File: config.mk
export PLATFORM = sky130hd
export DESIGN_NAME = johnson_seq_gen
export DESIGN_NICKNAME = d
export VERILOG_FILES = /design/src/rtl/johnson_pkg.sv /design/src/rtl/johnson_prescaler.sv /design/src/rtl/johnson_seq_gen.sv
export SDC_FILE = /design/constraint.sdc
export NUM_CORES = 1
export LEC_CHECK = 0
export BUFFER_PORTS_ARGS = -buffer_cell sky130_fd_sc_hd__buf_2
export CAP_MARGIN = 15
export CORE_AREA = 2 2 78 80
export CTS_CLUSTER_SIZE = 30
export DETAILED_ROUTE_END_ITERATION = 16
export DIE_AREA = 0 0 80 82
export HOLD_SLACK_MARGIN = 0.08
export PLACE_DENSITY = 0.64
export SLEW_MARGIN = 0
export SYNTH_ARGS = -nofsm -noshare
export SYNTH_HDL_FRONTEND = slang
export SYNTH_HIERARCHICAL = 1
export SYNTH_SLANG_ARGS = --single-unit
File: constraint.sdc
create_clock -name clk -period 4.9 [get_ports clk]
set_input_delay 1.225 -clock clk [delete_from_list [all_inputs] [get_ports clk]]
set_output_delay 1.225 -clock clk [all_outputs]
set_load 0.1 [all_outputs]
File: src/rtl/johnson_pkg.sv
// ---------------------------------------------------------------------------
// johnson_pkg
// Shared definitions for the Johnson/ring sequence generator.
//   mode_t       : operating mode encoding driven on the 2-bit mode input
//   phase_width  : width of the decoded phase index for a given counter width
// ---------------------------------------------------------------------------
package johnson_pkg;

  typedef enum logic [1:0] {
    MODE_HOLD    = 2'b00,
    MODE_JOHNSON = 2'b01,
    MODE_RING    = 2'b10,
    MODE_RSVD    = 2'b11
  } mode_t;

  // A Johnson counter of width W walks 2*W distinct codes, so the phase
  // index needs enough bits to count 0..2*W-1. Ring mode needs fewer and
  // shares the same port.
  function automatic int phase_width(input int width);
    return $clog2(2 * width);
  endfunction

endpackage

File: src/rtl/johnson_prescaler.sv
// ---------------------------------------------------------------------------
// johnson_prescaler
// Free-running step-opportunity prescaler. The internal count pc advances
// every cycle; once it reaches div the tick output is high for that cycle
// and the count restarts from zero, giving one tick every div+1 cycles.
//
// Ports:
//   clk   : clock, rising edge
//   rst   : asynchronous active-high reset, clears the count
//   clear : synchronous restart of the count (used by parallel load)
//   div   : divisor; 0 gives a tick every cycle
//   tick  : combinational, high on cycles where a step may occur
// ---------------------------------------------------------------------------
module johnson_prescaler
  import johnson_pkg::*;
#(
  parameter int DIV_W = 8
) (
  input  logic             clk,
  input  logic             rst,
  input  logic             clear,
  input  logic [DIV_W-1:0] div,
  output logic             tick
);

  logic [DIV_W-1:0] pc;

  // Compare with >= rather than == so that lowering div while pc is
  // already above the new value still produces a tick on the next compare
  // instead of letting pc run all the way round.
  assign tick = (pc >= div);

  always_ff @(posedge clk or posedge rst) begin
    if (rst) begin
      pc <= '0;
    end else if (clear || tick) begin
      pc <= '0;
    end else begin
      pc <= pc + 1'b1;
    end
  end

endmodule

File: src/rtl/johnson_seq_gen.sv
// ---------------------------------------------------------------------------
// johnson_seq_gen
// Johnson / ring sequence generator with prescaled stepping, direction
// control, parallel load, phase decode, wrap pulse and illegal-state
// detection with optional self-correction.
//
// Parameters:
//   WIDTH   : counter width in bits (2..32)
//   DIV_W   : prescaler divisor width
//   AUTOFIX : 1 = a step from an illegal code reseeds the counter,
//             0 = illegal codes keep shifting under the normal rule
//
// Ports:
//   clk      : clock, rising edge
//   rst      : asynchronous active-high reset (q, prescaler, wrap cleared)
//   en       : step enable (prescaler keeps running when low)
//   mode     : 00 hold, 01 Johnson, 10 ring, 11 reserved (hold)
//   dir      : 0 up (shift towards LSB), 1 down (shift towards MSB)
//   load     : synchronous parallel load, highest priority
//   load_val : value written to q on load
//   div      : prescaler divisor, one step opportunity every div+1 cycles
//   q        : registered counter state
//   phase    : combinational position of q within the current sequence
//   wrap     : registered one-cycle pulse when a step completes a lap
//   illegal  : combinational, q is not a valid code for the current mode
// ---------------------------------------------------------------------------
module johnson_seq_gen
  import johnson_pkg::*;
#(
  parameter  int WIDTH   = 8,
  parameter  int DIV_W   = 8,
  parameter  int AUTOFIX = 1,
  localparam int PW      = phase_width(WIDTH)
) (
  input  logic             clk,
  input  logic             rst,
  input  logic             en,
  input  logic [1:0]       mode,
  input  logic             dir,
  input  logic             load,
  input  logic [WIDTH-1:0] load_val,
  input  logic [DIV_W-1:0] div,
  output logic [WIDTH-1:0] q,
  output logic [PW-1:0]    phase,
  output logic             wrap,
  output logic             illegal
);

  mode_t            mode_e;
  logic             active;
  logic             tick;
  logic             step;
  logic             fixup;
  logic [WIDTH-1:0] q_shift;
  logic [WIDTH-1:0] q_seed;
  logic [WIDTH-1:0] q_step;
  logic [PW-1:0]    last_phase;
  logic [PW:0]      cur_dec;
  logic [PW:0]      nxt_dec;
  logic             wrap_hit;

  assign mode_e = mode_t'(mode);
  assign active = (mode_e == MODE_JOHNSON) || (mode_e == MODE_RING);

  // Johnson code for phase k: phases 0..WIDTH fill ones in from the MSB,
  // phases WIDTH+1..2*WIDTH-1 then fill zeros in from the MSB.
  function automatic logic [WIDTH-1:0] johnson_code(input int k);
    logic [WIDTH-1:0] c;
    c = '0;
    for (int b = 0; b < WIDTH; b++) begin
      if (k <= WIDTH) begin
        c[b] = (b >= WIDTH - k);
      end else begin
        c[b] = (b < 2 * WIDTH - k);
      end
    end
    return c;
  endfunction

  // Returns {hit, index}. hit is 0 for hold/reserved modes and for any
  // value that is not one of the valid codes of the selected sequence;
  // index is then 0.
  function automatic logic [PW:0] decode(input logic [WIDTH-1:0] v,
                                         input mode_t            m);
    logic             hit;
    logic [PW-1:0]    idx;
    logic [WIDTH-1:0] one_b;
    hit = 1'b0;
    idx = '0;
    if (m == MODE_JOHNSON) begin
      for (int k = 0; k < 2 * WIDTH; k++) begin
        if (v == johnson_code(k)) begin
          hit = 1'b1;
          idx = PW'(k);
        end
      end
    end else if (m == MODE_RING) begin
      // Ring position counts from the MSB: MSB-only is phase 0.
      for (int b = 0; b < WIDTH; b++) begin
        one_b    = '0;
        one_b[b] = 1'b1;
        if (v == one_b) begin
          hit = 1'b1;
          idx = PW'(WIDTH - 1 - b);
        end
      end
    end
    return {hit, idx};
  endfunction

  johnson_prescaler #(
    .DIV_W (DIV_W)
  ) u_prescaler (
    .clk   (clk),
    .rst   (rst),
    .clear (load),
    .div   (div),
    .tick  (tick)
  );

  // Decode of the present state under the present mode. A mode change
  // therefore re-evaluates phase/illegal immediately without touching q.
  assign cur_dec = decode(q, mode_e);
  assign phase   = cur_dec[PW] ? cur_dec[PW-1:0] : '0;
  assign illegal = active && !cur_dec[PW];

  always_comb begin
    q_shift    = q;
    q_seed     = '0;
    last_phase = '0;
    case (mode_e)
      MODE_JOHNSON: begin
        q_shift    = dir ? {q[WIDTH-2:0], ~q[WIDTH-1]} : {~q[0], q[WIDTH-1:1]};
        q_seed     = '0;
        last_phase = PW'(2 * WIDTH - 1);
      end
      MODE_RING: begin
        q_shift    = dir ? {q[WIDTH-2:0], q[WIDTH-1]} : {q[0], q[WIDTH-1:1]};
        q_seed     = {1'b1, {(WIDTH - 1){1'b0}}};
        last_phase = PW'(WIDTH - 1);
      end
      default: begin
        q_shift    = q;
        q_seed     = q;
        last_phase = '0;
      end
    endcase
  end

  assign fixup  = (AUTOFIX != 0) && illegal;
  assign q_step = fixup ? q_seed : q_shift;
  assign step   = tick && en && !load && active;

  // A lap completes when a normal shift lands on phase 0 going up or on
  // the last phase going down. A reseed is never a lap, and with
  // AUTOFIX=0 a shifted illegal code never decodes, so it cannot wrap.
  assign nxt_dec  = decode(q_shift, mode_e);
  assign wrap_hit = !fixup && nxt_dec[PW] &&
                    (nxt_dec[PW-1:0] == (dir ? last_phase : '0));

  always_ff @(posedge clk or posedge rst) begin
    if (rst) begin
      q    <= '0;
      wrap <= 1'b0;
    end else if (load) begin
      q    <= load_val;
      wrap <= 1'b0;
    end else if (step) begin
      q    <= q_step;
      wrap <= wrap_hit;
    end else begin
      wrap <= 1'b0;
    end
  end

endmodule

==> results.md <==
Outcome:
- The run finished with clean final reports.

Clock network:
- TritonCTS built the clock tree.
- The number of resized instances in the post-cts repair step is 0.
- After clock tree synthesis, the flow added hold-fix buffers numbering 0.
- The clock reaches the later pin of the worst-skew pair after 0.25 ns.
- The number of CTS-inserted buffers is 3.
- In this run the number of H-tree levels came out at 1.
- In this run the post-CTS setup repair buffer count came out at 0.
- The root buffer cell is sky130_fd_sc_hd__clkbuf_8.
- The clock tree buffer depth is 2.
- The TritonCTS sink count is 17.
- After clock tree synthesis, the clock-pin slew on the worst setup and hold paths is roughly 0.060 ns.

Timing:
- The worst clock skew is 0.00307 ns.
- Derived from the worst setup path, the maximum achievable clock frequency is 231 MHz.
- The number of max-slew violations in the final report is 0.
- The remaining max-slew budget at the tightest pin is 39.0%.
- The post-route minimum period is 4.32 ns.
- The setup-violating endpoint count in the final report is 0.
- The final count of hold timing violations is 0.
- For the pin with the worst max-slew slack, the measured transition is 0.912 ns.
- Setup repair after global routing left no endpoint under its margin.
- The part of the cycle the worst path needs is 88.2%.

Cells and area:
- The post-synthesis to final-layout area growth is 9.74%.
- The number of diodes added for antenna fixing is 0.
- The net count of the finished layout is just over 400.
- The share of final-layout standard cells stronger than drive strength 1 is a little under a fifth.
- Leaving out filler cells and counting taps, the final layout contains around 440.
- The post-layout utilization of the core is 47.4%.

Logic synthesis:
- The average instance in the mapped netlist occupies approximately 7.3 µm².
- The proportion of synthesized chip area in sequential cells is 17.2%.
- The distinct cell type count of the synthesized netlist is between 60 and 70.
- In the synthesized netlist the async set-or-reset flop fraction comes to 100%.
- The number of nets produced by synthesis is 376.
- The synthesized design contains 0 enable-type register cells.
- The synthesized design contains 17 register bits.
- The post-synthesis instance area is between 2000 and 2500 µm².
- Yosys printed 6 warnings.
- Among all flip-flop cells after synthesis, the most frequent one is sky130_fd_sc_hd__dfrtp_1.
- The cell count after synthesis is 341.

Worst setup path:
- The combined buffer and inverter count along the critical path is 2.
- The cell family contributing the most delay on the critical path is compound AO/OA/AOI/OAI gates.
- The slowest stage of the critical path is the sky130_fd_sc_hd__a2111oi_4 cell.
- The required arrival time at the worst endpoint is 5.05 ns.
- The nature of the critical path startpoint is an input pin.
- The most repeated library cell on the critical path is sky130_fd_sc_hd__or4_4.
- The slack of the worst reg-to-reg path is 1.21 ns.
- The delay of the slowest critical-path stage is approximately 0.63 ns.
- The worst setup path is captured at a flip-flop.
- The highest fanout seen on the critical path is 9.
- The signal on the critical path passes through buf_2, inv_1, ha_1, a21bo_1, a2111oi_4, o22ai_2, or4_4, o32ai_1, o22ai_1, or4_4, a221oi_2.
- The worst setup path is of the input pin to flip-flop kind.
- Data on the critical path arrives at its endpoint at 4.48 ns.

Floorplan:
- The die height is 82 µm.
- The area of the core is 5750 µm².
- Measured along the x axis, the die boundary spans 80 µm.
- The row count is 28.
- The I/O pin count is 37.
- The initial utilization of the core area, before any placement, comes to between 40% and 50%.
- The floorplan step defined a die boundary enclosing 6560 µm².

Placed design:
- The count of port buffers added during placement is 36.
- The final weighted congestion of routability-driven global placement is 0.934.
- Detailed placement ended at an HPWL of 5120 µm.
- The number of placed instances, taps included, is between 400 and 500.

Detailed routing:
- Summing over every cut layer, the via total after detailed routing is 2,604.
- The met2 layer wire length in the routed design is 3440 µm.
- The number of DRC markers in iteration 0 is 140.
- The overall routed net length is 6850 µm.
- Summed over all nets, wire length on met3 after detailed routing comes to 407 µm.
- The remaining routing DRC violations is 0.
- The remaining antenna violation count after routing is 0.
- The average routed wire per standard cell is around 15 µm.
- In this run the top signal layer used is met4.
- Dividing the detail-routed via count by the number of cells gives between 5 and 6.
- The wire length on met1 is a little under 3000 µm.
- The first detailed-routing pass ran for 4 iterations.

Power and ir drop:
- The leakage power of the design is around 1.2 nW.
- The power per unit of standard cell area is 219 nW/µm².
- IR analysis of the VDD net gives a maximum drop of 0.000164 V.

GRT:
- The number of antenna violations at the first check in global routing is 0.
- For this run the aggregate overflow at the end of global routing stands at 0.
- The via count of the first global-routing pass was 2,409.
- The first global-routing pass estimated 11,400 µm of wire.
- The pin count of the biggest net entering global routing is 24.
- Global routing consumed, over all layers together, a little over a fifth of the routing resources.

Worst hold path:
- The tightest min-delay check is of the flip-flop to flip-flop type.

Run:
- Across the run, the number of max-cap violations was 0.
==> worst reg2reg max path, stage by stage, from the launching register on <==
cell,delay (ns)
sky130_fd_sc_hd__dfrtp_1,0.75
sky130_fd_sc_hd__buf_4,0.33
sky130_fd_sc_hd__nor3_1,0.07
sky130_fd_sc_hd__nor3_1,0.44
sky130_fd_sc_hd__a22oi_1,0.27
sky130_fd_sc_hd__or3_1,0.47
sky130_fd_sc_hd__o32ai_1,0.26
sky130_fd_sc_hd__o22ai_1,0.17
sky130_fd_sc_hd__or4_4,0.56
sky130_fd_sc_hd__a221oi_2,0.28
==> worst paths after layout <==
path | start | endpoint | cells past startpoint
min in group asynchronous | rst | u_prescaler/pc[2] | 2
worst min-delay path | u_prescaler/pc[0] | u_prescaler/pc[0] | 1
worst max register to register | q[0] | wrap | 9
max in group asynchronous | rst | q[3] | 2
worst max-delay path | mode[1] | wrap | 11
worst min register to register | u_prescaler/pc[0] | u_prescaler/pc[0] | 1
==> flip-flops by register name (all words and copies together), names as in the netlist <==
name and flops:
q 8, u_prescaler/pc 8, wrap 1
==> report_power, final <==
part | internal [mW] | leakage, nW | switching [mW]
Combinational | 0.107 | 0.981 | 0.210
Sequential | 0.148 | 0.220 | 0.0311
Clock | 0.0576 | 0.0228 | 0.0435
==> synth_stat cells (4+ instances only) <==
cell type,count,share of area (%)
sky130_fd_sc_hd__a21oi_1,22,4.4
sky130_fd_sc_hd__a31oi_1,7,1.8
sky130_fd_sc_hd__clkbuf_1,14,2.1
sky130_fd_sc_hd__clkbuf_8,8,4.4
sky130_fd_sc_hd__dfrtp_1,17,17
sky130_fd_sc_hd__ha_1,12,6.1
sky130_fd_sc_hd__inv_1,21,3.2
sky130_fd_sc_hd__mux2i_1,8,3.2
sky130_fd_sc_hd__nand2_1,38,5.8
sky130_fd_sc_hd__nand3_1,14,2.8
sky130_fd_sc_hd__nand4_1,5,1.3
sky130_fd_sc_hd__nor2_1,28,4.2
sky130_fd_sc_hd__nor2b_1,11,2.8
sky130_fd_sc_hd__nor3_1,10,2.0
sky130_fd_sc_hd__nor4_1,6,1.5
sky130_fd_sc_hd__o21a_1,4,1.2
sky130_fd_sc_hd__o21ai_0,34,6.9
sky130_fd_sc_hd__o22ai_1,4,1.0
sky130_fd_sc_hd__xnor2_1,4,1.4
sky130_fd_sc_hd__xor2_1,9,3.2
==> cell usage in the layout, fill, tap and decap left out, drive strengths merged, types with 5 or more instances in the layout <==
cell,n
a21oi,23
a31oi,7
buf,51
dfrtp,17
ha,12
inv,21
mux2i,8
nand2,38
nand3,14
nand4,5
nor2,28
nor2b,11
nor3,10
nor4,6
o21ai,36
o22ai,5
xor2,9
==> logic make-up (layout without fill, tap and decap cells) <==
kind of cell	after synthesis	in the layout	share of synthesized area, %
and+or+nand+nor	129	129	25.7
AOI/OAI and AO/OA	114	114	32.1
buffers and inverters	48	76	11.2
DFF	17	17	17.2
xor gates and xnor gates	13	13	4.59
adders and majority gates	12	12	6.05
muxes	8	8	3.23
==> per-layer routing <==
metal  vias up  track usage [%]
met5         -                0
met4         0             3.56
met3         5             2.86
met2        80             39.1
met1      1217             27.4
li1       1302                -
==> cell type report <==
type	instances	area, µm²
fill	595	3020
multi-input combinational	276	1790
sequential	17	425
timing repair buffer	51	293
tap	75	93.8
inverter	21	78.8
clock buffer	4	45.0
==> metrics by stage <==
step	hold slack [ns]	setup TNS, ns	setup slack (ns)	area, µm²	total power, mW
final	0.532	0	0.577	2720	0.597
after global routing	0.582	0	0.351	2720	0.638
after CTS	0.535	0	0.595	2720	0.597
after detailed placement	0.527	0	0.353	2680	0.495
after global placement	0.519	0	0.377	2680	0.492
after floorplan	0.481	-0.00951	-0.00951	2490	0.428
No activity file was read; power rests on OpenSTA's default activity.
